===== src/rtl/pipeif_pkg.sv =====
// Shared constants for the instruction-fetch stage.
//   PCSRC_*   : redirect target select encodings (pcsource)
//   NOP_INS   : instruction presented when no entry is valid or an entry faulted
//   INS_W     : instruction field width of a queue entry
//   FAULT_W   : fault field width of a queue entry (1 when PIPEIF_FAULT_EN is defined, else 0)
//   entry_width(): total packed queue-entry width {fault, pc, pc4, ins}
// Configuration macro: PIPEIF_FAULT_EN.
package pipeif_pkg;

  localparam logic [1:0] PCSRC_SEQ = 2'b00;  // refetch oldest unconsumed PC
  localparam logic [1:0] PCSRC_BR  = 2'b01;  // branch target
  localparam logic [1:0] PCSRC_REG = 2'b10;  // register (jr) target
  localparam logic [1:0] PCSRC_JMP = 2'b11;  // jump target

  localparam logic [31:0] NOP_INS = 32'h0;
  localparam int unsigned INS_W   = 32;

`ifdef PIPEIF_FAULT_EN
  localparam int unsigned FAULT_W = 1;
`else
  localparam int unsigned FAULT_W = 0;
`endif

  function automatic int unsigned entry_width(input int unsigned xlen);
    return FAULT_W + 2 * xlen + INS_W;
  endfunction

endpackage


===== src/rtl/fetch_fifo.sv =====
// Prefetch queue: Depth-entry circular buffer with head/tail pointers and an occupancy count.
//   clk_i, rst_i : clock, synchronous active-high reset (storage reloads ResetVal)
//   clear_i      : flush; dominates push_i/pop_i in the same cycle
//   push_i       : write wdata_i at tail (caller guarantees not full)
//   pop_i        : advance head (caller guarantees not empty)
//   rdata_o      : head entry (combinational from storage)
//   count_o      : number of valid entries
module fetch_fifo
  import pipeif_pkg::*;
#(
  parameter int unsigned      Depth    = 2,
  parameter int unsigned      Width    = 8,
  parameter logic [Width-1:0] ResetVal = '0
) (
  input  logic                       clk_i,
  input  logic                       rst_i,
  input  logic                       clear_i,
  input  logic                       push_i,
  input  logic                       pop_i,
  input  logic [Width-1:0]           wdata_i,
  output logic [Width-1:0]           rdata_o,
  output logic [$clog2(Depth+1)-1:0] count_o
);

  localparam int unsigned PtrW = (Depth > 1) ? $clog2(Depth) : 1;
  localparam int unsigned CntW = $clog2(Depth + 1);

  logic [Width-1:0] mem_q [Depth];
  logic [PtrW-1:0]  head_q, head_d;
  logic [PtrW-1:0]  tail_q, tail_d;
  logic [CntW-1:0]  count_q, count_d;

  // Explicit wrap so non-power-of-two depths work.
  function automatic logic [PtrW-1:0] ptr_inc(input logic [PtrW-1:0] p);
    return (p == PtrW'(Depth - 1)) ? '0 : p + PtrW'(1);
  endfunction

  always_comb begin
    head_d  = head_q;
    tail_d  = tail_q;
    count_d = count_q;
    if (clear_i) begin
      head_d  = '0;
      tail_d  = '0;
      count_d = '0;
    end else begin
      if (push_i) tail_d = ptr_inc(tail_q);
      if (pop_i)  head_d = ptr_inc(head_q);
      case ({push_i, pop_i})
        2'b10:   count_d = count_q + CntW'(1);
        2'b01:   count_d = count_q - CntW'(1);
        default: count_d = count_q;
      endcase
    end
  end

  always_ff @(posedge clk_i) begin
    if (rst_i) begin
      head_q  <= '0;
      tail_q  <= '0;
      count_q <= '0;
      for (int i = 0; i < int'(Depth); i++) mem_q[i] <= ResetVal;
    end else begin
      head_q  <= head_d;
      tail_q  <= tail_d;
      count_q <= count_d;
      if (push_i && !clear_i) mem_q[tail_q] <= wdata_i;
    end
  end

  assign rdata_o = mem_q[head_q];
  assign count_o = count_q;

endmodule


===== src/rtl/pipeif_prefetch.sv =====
// Instruction-fetch stage: PC register, 4-way redirect target select, synchronous ROM request
// and a DEPTH-entry prefetch queue of {pc, pc4, ins} handed to decode via valid/ready.
//   clock, reset        : clock (also clocks the ROM), synchronous active-high reset
//   redirect, pcsource  : flush queue and in-flight read, load target (00 refetch, 01 bpc,
//                         10 da, 11 jpc)
//   bpc, da, jpc        : candidate redirect targets
//   rom_addr, rom_rdata : ROM word address (from pc) and data returned one cycle later
//   id_valid, id_ready  : head-of-queue handshake with decode
//   id_ins, id_pc, id_pc4 : head entry (id_ins is NOP when !id_valid)
//   id_fault            : head fault flag, only with PIPEIF_FAULT_EN
// Configuration macro: PIPEIF_FAULT_EN (misaligned / out-of-ROM PCs fetch as faulted NOPs).
module pipeif_prefetch
  import pipeif_pkg::*;
#(
  parameter int unsigned     XLEN     = 32,
  parameter int unsigned     ROM_AW   = 6,
  parameter int unsigned     DEPTH    = 2,
  parameter logic [XLEN-1:0] RESET_PC = '0
) (
  input  logic              clock,
  input  logic              reset,
  input  logic              redirect,
  input  logic [1:0]        pcsource,
  input  logic [XLEN-1:0]   bpc,
  input  logic [XLEN-1:0]   da,
  input  logic [XLEN-1:0]   jpc,
  output logic [ROM_AW-1:0] rom_addr,
  input  logic [31:0]       rom_rdata,
  output logic              id_valid,
  input  logic              id_ready,
  output logic [31:0]       id_ins,
  output logic [XLEN-1:0]   id_pc,
  output logic [XLEN-1:0]   id_pc4
`ifdef PIPEIF_FAULT_EN
  ,
  output logic              id_fault
`endif
);

  localparam int unsigned EntryW = entry_width(XLEN);
  localparam int unsigned CntW   = $clog2(DEPTH + 1);
  localparam int unsigned Pc4Lsb = INS_W;
  localparam int unsigned PcLsb  = INS_W + XLEN;

  localparam logic [XLEN-1:0] Four = XLEN'(4);

`ifdef PIPEIF_FAULT_EN
  localparam logic [EntryW-1:0] ResetEntry = {1'b0, RESET_PC, RESET_PC + Four, NOP_INS};
`else
  localparam logic [EntryW-1:0] ResetEntry = {RESET_PC, RESET_PC + Four, NOP_INS};
`endif

  logic [XLEN-1:0]   pc_q;
  logic              inflight_q;
  logic [XLEN-1:0]   inflight_pc_q;
  logic [XLEN-1:0]   target;
  logic [CntW-1:0]   fifo_count;
  logic [CntW:0]     occupancy;
  logic              issue, push, pop;
  logic [EntryW-1:0] push_entry, head_entry;
  logic [XLEN-1:0]   head_pc;

`ifdef PIPEIF_FAULT_EN
  logic inflight_fault_q;
  logic pc_fault;
  // Misaligned, or any bit above the ROM's reach set.
  assign pc_fault   = (pc_q[1:0] != 2'b00) | (|pc_q[XLEN-1:ROM_AW+2]);
  assign push_entry = {inflight_fault_q, inflight_pc_q, inflight_pc_q + Four,
                       inflight_fault_q ? NOP_INS : rom_rdata};
`else
  assign push_entry = {inflight_pc_q, inflight_pc_q + Four, rom_rdata};
`endif

  // Room is reserved for the in-flight read; a same-cycle pop is deliberately not credited.
  assign occupancy = {1'b0, fifo_count} + {{CntW{1'b0}}, inflight_q};
  assign issue     = !redirect && (occupancy < (CntW + 1)'(DEPTH));
  assign push      = inflight_q && !redirect;
  assign pop       = id_valid && id_ready && !redirect;

  assign head_pc = head_entry[PcLsb +: XLEN];

  always_comb begin
    target = pc_q;
    case (pcsource)
      PCSRC_BR:  target = bpc;
      PCSRC_REG: target = da;
      PCSRC_JMP: target = jpc;
      default: begin
        // Oldest PC not yet handed to decode.
        if (fifo_count != '0)   target = head_pc;
        else if (inflight_q)    target = inflight_pc_q;
        else                    target = pc_q;
      end
    endcase
  end

  always_ff @(posedge clock) begin
    if (reset) begin
      pc_q          <= RESET_PC;
      inflight_q    <= 1'b0;
      inflight_pc_q <= RESET_PC;
    end else if (redirect) begin
      pc_q       <= target;
      inflight_q <= 1'b0;
    end else begin
      inflight_q <= issue;
      if (issue) begin
        inflight_pc_q <= pc_q;
        pc_q          <= pc_q + Four;
      end
    end
  end

`ifdef PIPEIF_FAULT_EN
  always_ff @(posedge clock) begin
    if (reset)                   inflight_fault_q <= 1'b0;
    else if (!redirect && issue) inflight_fault_q <= pc_fault;
  end
`endif

  fetch_fifo #(
    .Depth    (DEPTH),
    .Width    (EntryW),
    .ResetVal (ResetEntry)
  ) u_fifo (
    .clk_i   (clock),
    .rst_i   (reset),
    .clear_i (redirect),
    .push_i  (push),
    .pop_i   (pop),
    .wdata_i (push_entry),
    .rdata_o (head_entry),
    .count_o (fifo_count)
  );

  assign rom_addr = pc_q[ROM_AW+1:2];
  assign id_valid = (fifo_count != '0);
  assign id_ins   = id_valid ? head_entry[INS_W-1:0] : NOP_INS;
  assign id_pc    = head_pc;
  assign id_pc4   = head_entry[Pc4Lsb +: XLEN];
`ifdef PIPEIF_FAULT_EN
  assign id_fault = id_valid & head_entry[EntryW-1];
`endif

endmodule


===== config.mk =====
export PLATFORM = sky130hd
export DESIGN_NAME = pipeif_prefetch
export DESIGN_NICKNAME = d
export VERILOG_FILES = /design/src/rtl/pipeif_pkg.sv /design/src/rtl/fetch_fifo.sv /design/src/rtl/pipeif_prefetch.sv
export SDC_FILE = /design/constraint.sdc
export NUM_CORES = 1
export LEC_CHECK = 0
export CAP_MARGIN = 15
export CORE_UTILIZATION = 50
export CTS_BUF_LIST = sky130_fd_sc_hd__clkbuf_8
export DETAILED_ROUTE_END_ITERATION = 8
export PLACE_DENSITY_LB_ADDON = 0.05
export SYNTH_ARGS = -nofsm -noshare
export SYNTH_HDL_FRONTEND = slang
export SYNTH_SLANG_ARGS = --single-unit

===== constraint.sdc =====
create_clock -name clock -period 15.42 [get_ports clock]
set_input_delay 3.084 -clock clock [delete_from_list [all_inputs] [get_ports clock]]
set_output_delay 3.084 -clock clock [all_outputs]
set_load 0.01 [all_outputs]

[Word-level counts from Yosys, hierarchy flattened]
Memories as Yosys holds them, arrays and structs flattened. A register that Yosys moved wholly into a read port is not among the register bits.
Index checks and enable logic that the tools add are counted.
Operators by class
  mux-type cells: 19
  equal/unequal tests: 6
  $lt $le $gt $ge: 1
  reduce and logical (&&, ||, !) cells: 13
  bitwise gates (word level): 1
  add/subtract/negate cells: 7
Operators with widths (count)
  $mux 32: 5
  $mux 96: 1
  $pmux 32 s3: 1
  $reduce_or 96->1: 1
  $add 32x3->32 const B: 2
  $mux 1: 11
  $eq 2x2->1 const B: 3
  $ne 6x1->1 const B: 1
  $reduce_bool 2->1: 3
  $logic_and 1x1->1: 5
  $eq 2x1->1 const B: 2
  $pmux 2 s2: 1
  $reduce_and 2->1: 2
  $add 2x1->3: 1
  $lt 3x2->1 const B: 1
  $add 1x1->1 const B: 2
  $add 2x1->2 const B: 1
  $reduce_or 2->1: 1
  $sub 2x1->2 const B: 1
  $logic_not 1->1: 1
  $not 1->1: 1
Word-level totals
  bits of input ports: 134
  memory bits (writable): 192
  logic and storage cells: 54
  memories: 1
  register bits after elaboration: 69
  output and inout port bits: 103
Memories
  u_fifo.mem_q: words 2, bits a word 96, rd ports 1, clocked after Yosys merged registers in 1, write ports 2, line fetch_fifo.sv:28  | logic [Width-1:0] mem_q [Depth];

[Logic depth before layout (Yosys ltp)]
Gate-level depths: netlist of the first run.
  word-level depth: 8
  mapped depth: 11
  gate-level depth less buffers: 8

[By module]
A second synthesis of the first run with hierarchy kept.
Second synthesis, totals
  cells, all modules: 1238
  area total of the unflattened synthesis: 13845.8 um^2
By module, submodules not included
  fetch_fifo: cells each 559, seq. area each 5865.6 um^2, area an instance 8673.3 um^2, instances 1
  pipeif_prefetch: cells each 679, seq. area each 1301.2 um^2, area an instance 5172.5 um^2, instances 1

[Least setup slack after synthesis of the first run]
Ideal clock, no wire load.
  path kind: input-to-reg
  start point: input redirect
  end point: memory u_fifo.mem_q[0][0] (netlist bit), enable pin
  slack: 6.855 ns
  path buffers: 3
  setup time: 0.566 ns
  arrival time: 7.999 ns
  stages: 4
  required time: 14.854 ns
  path through: buf_2 -> clkbuf_1 -> clkbuf_1 -> o21bai_1
RTL lines
  start: declaration: line pipeif_prefetch.sv:22  | input logic redirect,
  end: declaration: line fetch_fifo.sv:28

==> run_results.csv, run 1 <==
group,metric,value,unit
status,status,"complete, no violations",
cells_and_area,final_nets,1558,
sta,clock.fmax,0.1625,GHz
sta,hold_viol_final,0,
cts,cts_resized,0,
logic_synthesis,synth_cell_type_count,68,
worst_setup_path,path_max_fanout,69,
logic_synthesis,synthCells,1226,
cts,cts_buffer_depth,3,
worst_setup_path,critical_path_class,"flop to output port",
sta,fin_worst_skew,0.01741,ns
drt,top_layer,"met4",
cells_and_area,n_antenna_cell,0,
floorplan,die_w,164.8,um
sta,setup_viol,0,
logic_synthesis,yosys.area.top_type,"edfxtp_1",
cts,post_cts_buffers,0,
cts,postCtsHoldBufs,0,
cells_and_area,drive_gt1_frac,0.1294,
sta,slew_headroom,0.2565,
drt,wl_met1,15.29,mm
floorplan,die_area,27150,um^2
drt,first_pass_iters,5,
cts,cts.sinks,258,
drt,wl_met3,2.401,mm
floorplan,fp.dieH,164.8,um
power,leakagePower,5.700,nW
floorplan,ios,237,
floorplan,start_util,0.5083,
logic_synthesis,synth-seq-area-share,0.5320,
drt,vias,10100,
placed_design,gp_congestion,0.8512,
worst_setup_path,worst_ep_arrival_time,3.07,ns
placed_design,dpl.cell_count,1710,
worst_hold_path,hold_class,"flop to flop",
placed_design,portBuffers,236,
sta,setup_tns,0,ns
cells_and_area,final_cells,1780,
cells_and_area,layout_common_cells,"clkdlybuf4s50_1, edfxtp_1, nor2_1, and2_1, nand2_1",
grt,antenna_found_initial,0,
worst_setup_path,rr_startpoint,"u_fifo.count_o[0]$_SDFFE_PP0P_",
logic_synthesis,synth_ff_type,"edfxtp_1",
power,power_density,91.40,nW/um^2
cells_and_area,area_growth,23.74,%
logic_synthesis,synthTopCellsByArea,"edfxtp_1, dfxtp_1, mux2_2",
cts,clk_latency,0.55,ns
worst_setup_path,worst_setup_path_start_kind,"flop",
worst_setup_path,rrSetupSlack,12.10,ns
logic_synthesis,synth_area,13250,um^2
worst_hold_path,hold_depth,2,
grt,grt_max_degree,70,
sta,rsz0062_at_grt,"false",
drt,first_iter_violations,838,
sta,drv_slew,0,
grt,grt_overflow,0,
sta,timing.final.crit_share,0.3990,
worst_setup_path,reg2reg_depth,7,
worst_hold_path,min_to,"inflight_pc_q[1]$_SDFFE_PP0P_",
cts,cts_tree,"done",
sta,period_needed,6.153,ns
drt,ant_nets,0,
drt,avgRoutedWirePerCell,20.05,um
power,p_switching,0.3706,mW
cts,htree_levels,2,
drt,drc,0,
power,combPwrFrac,0.113,
floorplan,rows,59,
power,ir_drop,0.00006304,V
worst_hold_path,hold_start,"pc_q[1]$_SDFFE_PP0P_",
logic_synthesis,synth_edf_count,188,
power,p_int,1.127,mW
logic_synthesis,yosysWarnings,0,
power,switching_share,0.2474,
floorplan,core-area,26060,um^2
worst_setup_path,cp.required,12.34,ns
drt,vias_per_cell,5.673,
cts,cts_buffers,43,
cts,clk_pin_slew,0.06,ns
power,seqPwrFrac,0.533,
logic_synthesis,synth_seq_cells,258,
drt,wl_met2,16.84,mm
sta,worst_pin_slew,1.115,ns
grt,grt_first_pass_wirelength,54.82,mm
worst_setup_path,reg2reg_to,"pc_q[18]$_SDFFE_PP0P_",
power,clockPowerShare,0.354,
logic_synthesis,synth_top_area_share,0.4262,
logic_synthesis,avgSynthCellArea,10.80,um^2
cells_and_area,mostFrequentLayoutCell,"clkdlybuf4s50_1",
flow_run,drv_cap,0,
grt,grt_use_total,0.2673,
logic_synthesis,synth_nets,1363,
drt,wl,35.69,mm
logic_synthesis,async_reset_ff_frac,0,
placed_design,hpwl,23.84,mm
cts,cts_root_buf,"clkbuf_8",
worst_setup_path,worstSetupEndpointType,"output port",
grt,grt_pass1_vias,9748,
==> final cells by class <==
class / instances / area [um^2]
Inverter: 9 / 36.28
Clock inverter: 24 / 102.6
Tap cell: 335 / 419.2
Timing Repair Buffer: 254 / 2495
Fill cell: 2160 / 9669
Multi-Input combinational cell: 855 / 5667
Clock buffer: 45 / 619.3
Sequential cell: 258 / 7051
==> critical path: stages, from the launching register on <==
cell and delay, ns:
dfxtp_4 0.58, buf_4 0.86, mux2_2 0.44, clkdlybuf4s50_1 0.52
==> per-stage QoR <==
step           hold slack, ns  area [um^2]  total power [mW]  setup WS, ns  utilization
6_report               0.4453        16390             1.498         9.267       0.6289
5_1_grt                0.4698        16390             1.557         9.140       0.6289
4_1_cts                0.4449        16370             1.508         9.250       0.6282
3_5_place_dp           0.4454        15650            0.9823         9.421       0.6005
3_3_place_gp           0.4376        15650            0.9799         9.436       0.6005
2_1_floorplan          0.4321        13250            0.8976         6.855            -
==> worst max-delay path by stage <==
stage / from / to / slack [ns] / depth (start not counted)
after detailed placement: redirect / u_fifo.mem_q[1][64]$_SDFFCE_PN0P_ / 9.42 / 7
after global placement: redirect / u_fifo.mem_q[1][6]$_SDFFCE_PN0P_ / 9.44 / 7
final: flop / id_pc[23] / 9.27 / 3
after floorplan: redirect / u_fifo.mem_q[0][0]$_SDFFCE_PN0P_ / 6.85 / 4
after global routing: flop / id_ins[15] / 9.14 / 4
after CTS: flop / id_pc[23] / 9.25 / 3
==> per-layer routing <==
metal | vias to the layer above | track usage
met5 | - | 0
met4 | 0 | 0.09842
met3 | 65 | 0.04294
met2 | 389 | 0.4301
met1 | 4856 | 0.3640
li1 | 4788 | -
==> synthesized netlist by cell type, drive strengths merged, types with 4 or more instances <==
master  number
edfxtp     188
a211oi       4
a221oi      13
and4         5
nor2       134
and2       124
clkbuf      51
nand3       32
nor4         7
a21oi       85
buf         53
mux2        84
a21o         4
nand2b       5
inv          8
a31oi       17
mux2i       60
nor3        13
and3         7
xnor2        8
dfxtp       70
a22oi        8
o211ai       4
mux4         4
o21ai       39
xor2        23
or3          9
nand2      106
nand4       23
==> kinds of logic (layout without fill, tap and decap cells) <==
group,Yosys count,after routing,share of synthesized area
buffers and inverters,113,332,0.04222
AND/OR/NAND/NOR,474,474,0.1860
XOR/XNOR,31,31,0.02050
flip-flops,258,258,0.5320
adder cells (fa/ha/maj),3,3,0.002834
multiplexers,148,148,0.1241
AO/OA/AOI/OAI,199,199,0.09229
==> flip-flops by register name (all words and copies together) (netlist names), named ones only <==
register        flops
u_fifo.tail_q       1
pc_q               32
inflight_pc_q      32
u_fifo.head_q       1
u_fifo.mem_q      188
u_fifo.count_o      2
inflight_q          1
==> power by group through the flow <==
stage | clock network, mW | registers (mW) | logic (mW)
after detailed placement | 0 | 0.813 | 0.170
final | 0.530 | 0.799 | 0.169
after global placement | 0 | 0.811 | 0.169
after CTS | 0.539 | 0.798 | 0.170
after global routing | 0.572 | 0.802 | 0.183
after floorplan | 0 | 0.805 | 0.0931
(Power assumes the default switching activity.)
==> run 2, diff against run 1 <==
==> constraint.sdc (replaced) <==
create_clock -name clock -period 5.25 [get_ports clock]
set_input_delay 1.05 -clock clock [delete_from_list [all_inputs] [get_ports clock]]
set_output_delay 1.05 -clock clock [all_outputs]
set_load 0.01 [all_outputs]
==> run 2 against run 1 <==
Effect of this change: clock skew down 0.0049 ns; non-clock buffer count up 7; setup slack got worse by 7.9 ns; die area did not move; via count up 2.1%; critical path type unchanged; largest power group unchanged.
==> run_results.csv, run 2 (same netlist as run 1, synthesis figures left out) <==
group,metric,value,unit
power,leakagePower,5.827,nW
worst_setup_path,path_max_fanout,51,
cts,cts_buffers,44,
cts,clk_pin_slew,0.06,ns
cells_and_area,area_growth,25.19,%
sta,rsz0062_at_grt,"false",
worst_setup_path,worstSetupEndpointType,"output port",
power,finalPower,4.578,mW
floorplan,start_util,0.5083,
floorplan,fp.dieH,164.8,um
sta,setup_tns,0,ns
cells_and_area,layout_common_cells,"clkdlybuf4s50_1, edfxtp_1, nor2_1, and2_1, nand2_1",
cts,post_cts_buffers,0,
grt,grt_use_total,0.2720,
cells_and_area,final_area,16580,um^2
placed_design,gp_congestion,0.9183,
floorplan,core-area,26060,um^2
drt,vias,10310,
worst_hold_path,hold_class,"flop to flop",
cts,cts_root_buf,"clkbuf_8",
placed_design,placedInstanceArea,15750,um^2
placed_design,dpl.cell_count,1718,
floorplan,ios,237,
drt,ant_nets,0,
worst_setup_path,reg2reg_depth,7,
sta,timing.final.ws_setup,1.407,ns
floorplan,rows,59,
status,status,"complete, no violations",
grt,grt_overflow,0,
drt,vias_per_cell,5.733,
drt,avgRoutedWirePerCell,20.49,um
cts,cts_buffer_depth,3,
worst_setup_path,rr_startpoint,"u_fifo.count_o[0]$_SDFFE_PP0P_",
floorplan,die_w,164.8,um
worst_setup_path,worst_setup_path_start_kind,"flop",
cells_and_area,mostFrequentLayoutCell,"clkdlybuf4s50_1",
power,power_density,276.1,nW/um^2
cells_and_area,reg_top3,"u_fifo.mem_q: 188 flops, inflight_pc_q: 32 flops, pc_q: 32 flops",
cells_and_area,final_nets,1566,
drt,wl,36.87,mm
sta,period_needed,3.843,ns
cts,clk_latency,0.55,ns
flow_run,drv_cap,0,
cts,postCtsHoldBufs,0,
cells_and_area,largest_reg_flops,188,
sta,hold_viol_final,0,
floorplan,die_area,27150,um^2
worst_setup_path,endpoint,"id_pc4[1]",
grt,grt_max_degree,65,
cells_and_area,final_cells,1799,
sta,timing.final.crit_share,0.7320,
cells_and_area,top_register,"u_fifo.mem_q",
worst_setup_path,worst_ep_arrival_time,2.79,ns
cts,htree_levels,2,
drt,first_pass_iters,7,
sta,hold_ws,0.4502,ns
sta,clock.fmax,0.2602,GHz
sta,slew_headroom,0.2564,
cts,cts_tree,"done",
cts,cts.sinks,258,
cells_and_area,n_antenna_cell,0,
cells_and_area,drive_gt1_frac,0.1346,
sta,setup_viol,0,
cts,cts_resized,0,
placed_design,place_ws,1.257,ns
worst_setup_path,rrSetupSlack,2.03,ns
placed_design,portBuffers,236,
drt,first_iter_violations,934,
worst_setup_path,reg2reg_to,"pc_q[26]$_SDFFE_PP0P_",
sta,worst_pin_slew,1.112,ns
sta,drv_slew,0,
grt,grt_first_pass_wirelength,55.88,mm
sta,fin_worst_skew,0.01251,ns
placed_design,hpwl,25.23,mm
grt,antenna_found_initial,1,
grt,grt_pass1_vias,9805,
power,ir_drop,0.0001556,V
worst_setup_path,cp.required,4.20,ns
worst_setup_path,critical_path_class,"flop to output port",
drt,drc,0,
cells_and_area,final_util,0.6363,
==> run 2: cell types whose count changed in the layout (fill, tap and decap cells not counted) <==
cell and change:
buf_12 +2, buf_4 +5, bufinv_16 +1, clkbuf_8 +5, clkinv_1 +2, clkinv_2 -2, clkinvlp_4 -1, inv_1 +7
==> run 2: metal layers <==
metal	vias to the layer above	GRT usage	routed length, um
met3	59	0.03993	2298
met1	5008	0.3746	15830
met5	-	0	0
met2	419	0.4416	17810
met4	0	0.08674	924
li1	4827	-	-
==> run 2: worst max-delay path: stages (launching register included) <==
cell and delay (ns):
dfxtp_4 0.80, buf_12 0.37, mux2_2 0.44, clkdlybuf4s50_1 0.51
==> run 2: worst min-delay path by stage <==
stage                              start                             to  slack, ns  depth (start not counted)
finish              pc_q[1]$_SDFFE_PP0P_  inflight_pc_q[1]$_SDFFE_PP0P_       0.45                          2
CTS                 pc_q[1]$_SDFFE_PP0P_  inflight_pc_q[1]$_SDFFE_PP0P_       0.45                          2
floorplan           pc_q[0]$_SDFFE_PP0P_  inflight_pc_q[0]$_SDFFE_PP0P_       0.43                          2
detailed placement  pc_q[0]$_SDFFE_PP0P_  inflight_pc_q[0]$_SDFFE_PP0P_       0.45                          2
global placement    pc_q[1]$_SDFFE_PP0P_  inflight_pc_q[1]$_SDFFE_PP0P_       0.44                          2
global route        pc_q[1]$_SDFFE_PP0P_  inflight_pc_q[1]$_SDFFE_PP0P_       0.47                          2
==> run 2: power breakdown <==
group | total [mW] | internal [mW] | switching [mW]
Clock | 1.72 | 0.918 | 0.802
Combinational | 0.509 | 0.258 | 0.251
Sequential | 2.35 | 2.27 | 0.0746
Total | 4.58 | 3.45 | 1.13
==> run 2: final cells by class <==
type,count,area (um^2)
fillers,2169,9477
flip-flops and latches,258,7051
multi-input cells,855,5667
repair buffers,261,2572
clock buffers,50,688.2
well taps,335,419.2
clock inverters,31,148.9
inverters,9,36.28
==> run 3, diff against run 2 <==
==> constraint.sdc (replaced) <==
create_clock -name clock -period 3.4 [get_ports clock]
set_input_delay 0.68 -clock clock [delete_from_list [all_inputs] [get_ports clock]]
set_output_delay 0.68 -clock clock [all_outputs]
set_load 0.01 [all_outputs]
==> run 3 against run 2 <==
Effect of this change: design area is 0.84% higher; critical path type unchanged; register-to-register slack lost 1.1 ns; routed wire length up 0.32%; global-route usage shrank 0.058 points; largest power group unchanged.
==> run_results.csv, run 3 (same netlist as run 1, synthesis figures left out) <==
group,metric,value,unit
status,status,"complete, no violations",
floorplan,ios,237,
sta,rsz0062_at_grt,"false",
cells_and_area,n_antenna_cell,0,
drt,wl,36.99,mm
floorplan,core-area,26060,um^2
drt,avgRoutedWirePerCell,20.46,um
cts,clk_pin_slew,0.06,ns
worst_setup_path,critical_path_class,"flop to output port",
worst_setup_path,worst_ep_arrival_time,2.43,ns
grt,grt_use_total,0.2714,
cts,htree_levels,2,
cells_and_area,final_util,0.6417,
cts,clk_latency,0.56,ns
cts,cts_buffers,45,
placed_design,portBuffers,236,
drt,vias_per_cell,5.735,
sta,drv_slew,0,
cells_and_area,layout_common_cells,"clkdlybuf4s50_1, edfxtp_1, nor2_1, and2_1, nand2_1",
worst_hold_path,hold_class,"primary input to flop",
grt,antenna_found_initial,0,
floorplan,die_area,27150,um^2
sta,slew_headroom,0.4433,
placed_design,gp_congestion,0.8950,
drt,first_pass_iters,5,
sta,worst_pin_slew,0.8339,ns
sta,fin_worst_skew,0.02269,ns
cells_and_area,final_nets,1579,
worst_setup_path,worstSetupEndpointType,"output port",
floorplan,die_w,164.8,um
worst_setup_path,path_max_fanout,36,
cells_and_area,reg_top3,"u_fifo.mem_q: 188 flops, inflight_pc_q: 32 flops, pc_q: 32 flops",
cells_and_area,multi_input_area,5667,um^2
sta,clock.fmax,0.3218,GHz
cells_and_area,fillCellCount,2156,
power,finalPower,7.087,mW
power,leakagePower,5.893,nW
sta,setup_viol,0,
floorplan,rows,59,
cts,cts_buffer_depth,3,
sta,period_needed,3.107,ns
placed_design,hpwl,25.67,mm
grt,grt_first_pass_wirelength,55.48,mm
placed_design,place_ws,0.6753,ns
flow_run,drv_cap,0,
cells_and_area,drive_gt1_frac,0.1473,
cts,cts_resized,0,
cts,cts_root_buf,"clkbuf_8",
cells_and_area,top_register,"u_fifo.mem_q",
drt,ant_nets,0,
grt,grt_max_degree,95,
floorplan,start_util,0.5083,
cts,post_cts_buffers,0,
power,ir_drop,0.0003235,V
grt,grt_pass1_vias,9800,
drt,drc,0,
cts,cts.sinks,258,
grt,grt_overflow,0,
worst_setup_path,cp.required,2.72,ns
drt,first_iter_violations,753,
floorplan,fp.dieH,164.8,um
sta,timing.final.ws_setup,0.2925,ns
placed_design,placedInstanceArea,15890,um^2
sta,timing.final.crit_share,0.9140,
sta,hold_viol_final,0,
cts,cts_tree,"done",
sta,setup_tns,0,ns
cells_and_area,regArea,7051,um^2
worst_setup_path,worst_setup_path_start_kind,"flop",
drt,vias,10370,
cells_and_area,area_growth,26.24,%
cells_and_area,mostFrequentLayoutCell,"clkdlybuf4s50_1",
cells_and_area,final_area,16720,um^2
cts,postCtsHoldBufs,0,
cells_and_area,largest_reg_flops,188,
power,power_density,423.8,nW/um^2
run 3: cell types whose count changed in the layout (fill, tap and decap cells not counted):
cell / previous run / this run
clkinv_1: 8 / 3
buf_4: 22 / 30
clkinv_2: 1 / 9
buf_12: 3 / 7
inv_1: 28 / 22
run 3: layer usage:
layer / global-route usage / wire, um
met1: 0.3648 / 15810
met4: 0.1001 / 1154
met5: 0 / 0
met2: 0.4431 / 17780
met3: 0.04169 / 2247
run 3: where the power goes:
part / switching, mW / internal (mW) / total [mW]
clock: 1.24 / 1.42 / 2.66
combinational: 0.395 / 0.406 / 0.801
sequential: 0.113 / 3.51 / 3.62
run 3: path summary, 6_finish.rpt:
path	slack (ns)	cells past startpoint	from	to
worst max-delay path	0.29	3	flop	id_pc[21]
worst min-delay path	0.44	2	reset	inflight_pc_q[3]$_SDFFE_PP0P_
worst max register to register	0.94	6	u_fifo.count_o[0]$_SDFFE_PP0P_	pc_q[4]$_SDFFE_PP0P_
worst min register to register	0.45	2	pc_q[1]$_SDFFE_PP0P_	inflight_pc_q[1]$_SDFFE_PP0P_
run 3: stage by stage:
stage,hold WS [ns],instances
after global routing,0.4205,1808
after floorplan,0.4321,1226
after detailed placement,0.4439,1730
after CTS,0.4176,1808
final,0.4416,1808
after global placement,0.4383,1730
run 3: layout make-up:
| type | count | share of cell area |
|---|---|---|
| clock buffer | 50 | 0.04116 |
| clock inverter | 28 | 0.008830 |
| inverter | 9 | 0.002170 |
| multi-input combinational | 855 | 0.3389 |
| sequential | 258 | 0.4217 |
| tap | 335 | 0.02507 |
| timing repair buffer | 273 | 0.1622 |
run 3: critical path, stage by stage (launching register included):
cell             delay [ns]
dfxtp_4                0.71
buf_4                  0.29
mux2_2                 0.38
clkdlybuf4s50_1        0.49
==> RTL change (config.mk and constraints of run 2) <==
The parameter `XLEN` goes from 32 to 16.
--- a/src/rtl/pipeif_prefetch.sv
+++ b/src/rtl/pipeif_prefetch.sv
@@ -14,3 +14,3 @@
 #(
-  parameter int unsigned     XLEN     = 32,
+  parameter int unsigned     XLEN     = 16,
   parameter int unsigned     ROM_AW   = 6,
Ports: changed (5 resized); port bits go from 237 to 157. No check against the original RTL was run, so the function may have changed too.
==> RTL change against run 2 <==
  * Sequential cell count shrank 96
  * Die area is 38% lower
  * First-iteration DRC count shrank 52%
  * Routed wire length decreased by 47%
  * Setup slack better by 0.30 ns
  * Utilization grew 0.54 points
  * Final area is 39% lower
  * Fmax grew 8.5%
  * Synthesized area fell by 39%
  * Power is 40% lower
  * Critical endpoint is now id_pc[1]
  * Largest cell class unchanged
  * Largest power group unchanged
==> RTL change: results (changes against run 2) <==
status: "finished, final reports clean"
holdWs_ns: 0.465  # +0.0153 ns
clock_area_share_pct: 4.09  # -0.96 points
drtPass1Iterations: 5  # -2
grt_pass1_wl_um: 30800  # -45%
synthTopCellsByCount: "edfxtp_1 (124), and2_1 (94), nor2_1 (79), mux2_2 (48), nand2_1 (45)"
r2r_cells: 5  # -2
regArea_um2: 4490  # -36%
nNonClkBuffers: 169  # -35%
timing.rr.end: "pc_q[5]"
gp_congestion: 0.858  # -6.6%
multi_input_area_um2: 3310  # -42%
critPathCapture: "id_pc[1]"
syn_nets: 808  # -41%
dpl.hpwl_um: 13200  # -48%
crit-reg2reg-launch: "u_fifo.count_o[1]"
grt_pass1_vias: 5883  # -40%
peakVddDrop_v: 0.000185  # +19%
cpPeakStageDelay_ns: 0.99  # +0.19 ns
grt_usage_pct: 24.2  # -3.0 points
cp_num_buf_inv: 1  # -1
async_flop_share_pct: 0  # unchanged
synth-edff-count: 124  # -34%
buffer_area_share_pct: 16.4  # +0.88 points
worstMarginPinSlew_ns: 1.04  # -0.0705 ns
whs_endpoint: "inflight_pc_q[0]"
fin_nets: 934  # -40%
numCtsBuffers: 17  # -61%
viasPerCell: 5.51  # -3.9%
clock_latency_ns: 0.45  # -0.10 ns
top_regs: "u_fifo.mem_q (124), inflight_pc_q (16), pc_q (16)"
grt_antenna_before_repair: 0  # -1
inv_count: 10  # +1
multi_input_cells: 485  # -43%
drt-wirelength-per-cell_um: 18.3  # -11%
r2r_slack_ns: 2.63  # +0.60 ns
drive_gt1_share_pct: 13.4  # -0.053 points
cp_top_family: "flip-flops"
fin_skew_ns: 0.0119  # -0.000634 ns
cts_htree_levels: 4  # +2
p_leak_nw: 3.56  # -39%
numPortBuffers: 156  # -34%
yosysSeqAreaShare_pct: 55.2  # +2.0 points
clkSinkCount: 162  # -37%
arrival_ns: 2.49  # -0.30 ns
cts_buffer_depth: 2  # -1
ys_types: 57  # -16%
grt_max_degree: 63  # -3.1%
synth_area_leaders: "edfxtp_1 (46%), dfxtp_1 (9.4%), and2_1 (7.2%), mux2_2 (6.7%), mux2i_1 (3.9%)"
clk_pin_slew_worst_paths_ns: 0.09  # +0.03 ns
crit_fanout: 62  # +22%
min_from: "pc_q[0]"
drtIter0Drc: 451  # -52%
## RTL change: cell count changes in the layout (fill, tap and decap cells not counted), moves of 29 or more
cell             delta
edfxtp_1           -64
nor2_1             -53
o21ai_0            -29
dfxtp_1            -32
clkdlybuf4s50_1    -77
nand2_1            -62
and2_1             -30
clkbuf_8           -33
mux2_2             -34
a21oi_1            -56
## RTL change: stage by stage
| stage | cells | area (um2) | total power (W) | worst slack, ns | utilization, % |
|---|---|---|---|---|---|
| after floorplan | 719 | 8120 | 0.00165 | 0.355 | - |
| after global placement | 1042 | 9780 | 0.00179 | 1.64 | 61.6 |
| after detailed placement | 1042 | 9780 | 0.00180 | 1.54 | 61.6 |
| after CTS | 1074 | 10200 | 0.00275 | 1.69 | 64.2 |
| after global routing | 1074 | 10200 | 0.00283 | 1.62 | 64.2 |
| final | 1074 | 10200 | 0.00273 | 1.71 | 64.2 |
## RTL change: logic make-up (layout without fill, tap and decap cells)
kind of cell / count (synthesis) / in the layout / synth area share (%)
and+or+nand+nor: 281 / 281 / 17.7
DFF: 162 / 162 / 55.2
AOI/OAI and AO/OA: 107 / 107 / 10.2
muxes: 80 / 80 / 10.6
buffers and inverters: 72 / 211 / 4.34
xor gates and xnor gates: 14 / 14 / 1.51
adders and majority gates: 3 / 3 / 0.462
## RTL change: per-layer routing
layer / vias up / part of all wire [%] / global-route usage, %
met5: - / 0 / 0
met4: 0 / 1.8 / 8.07
met3: 32 / 3.9 / 4.58
met2: 139 / 51 / 42.4
met1: 2904 / 44 / 30.2
li1: 2841 / - / -
## RTL change: report_power, final
part,switching [W],internal [W]
clock network,0.000486,0.000477
registers,0.0000382,0.00143
logic,0.000140,0.000157
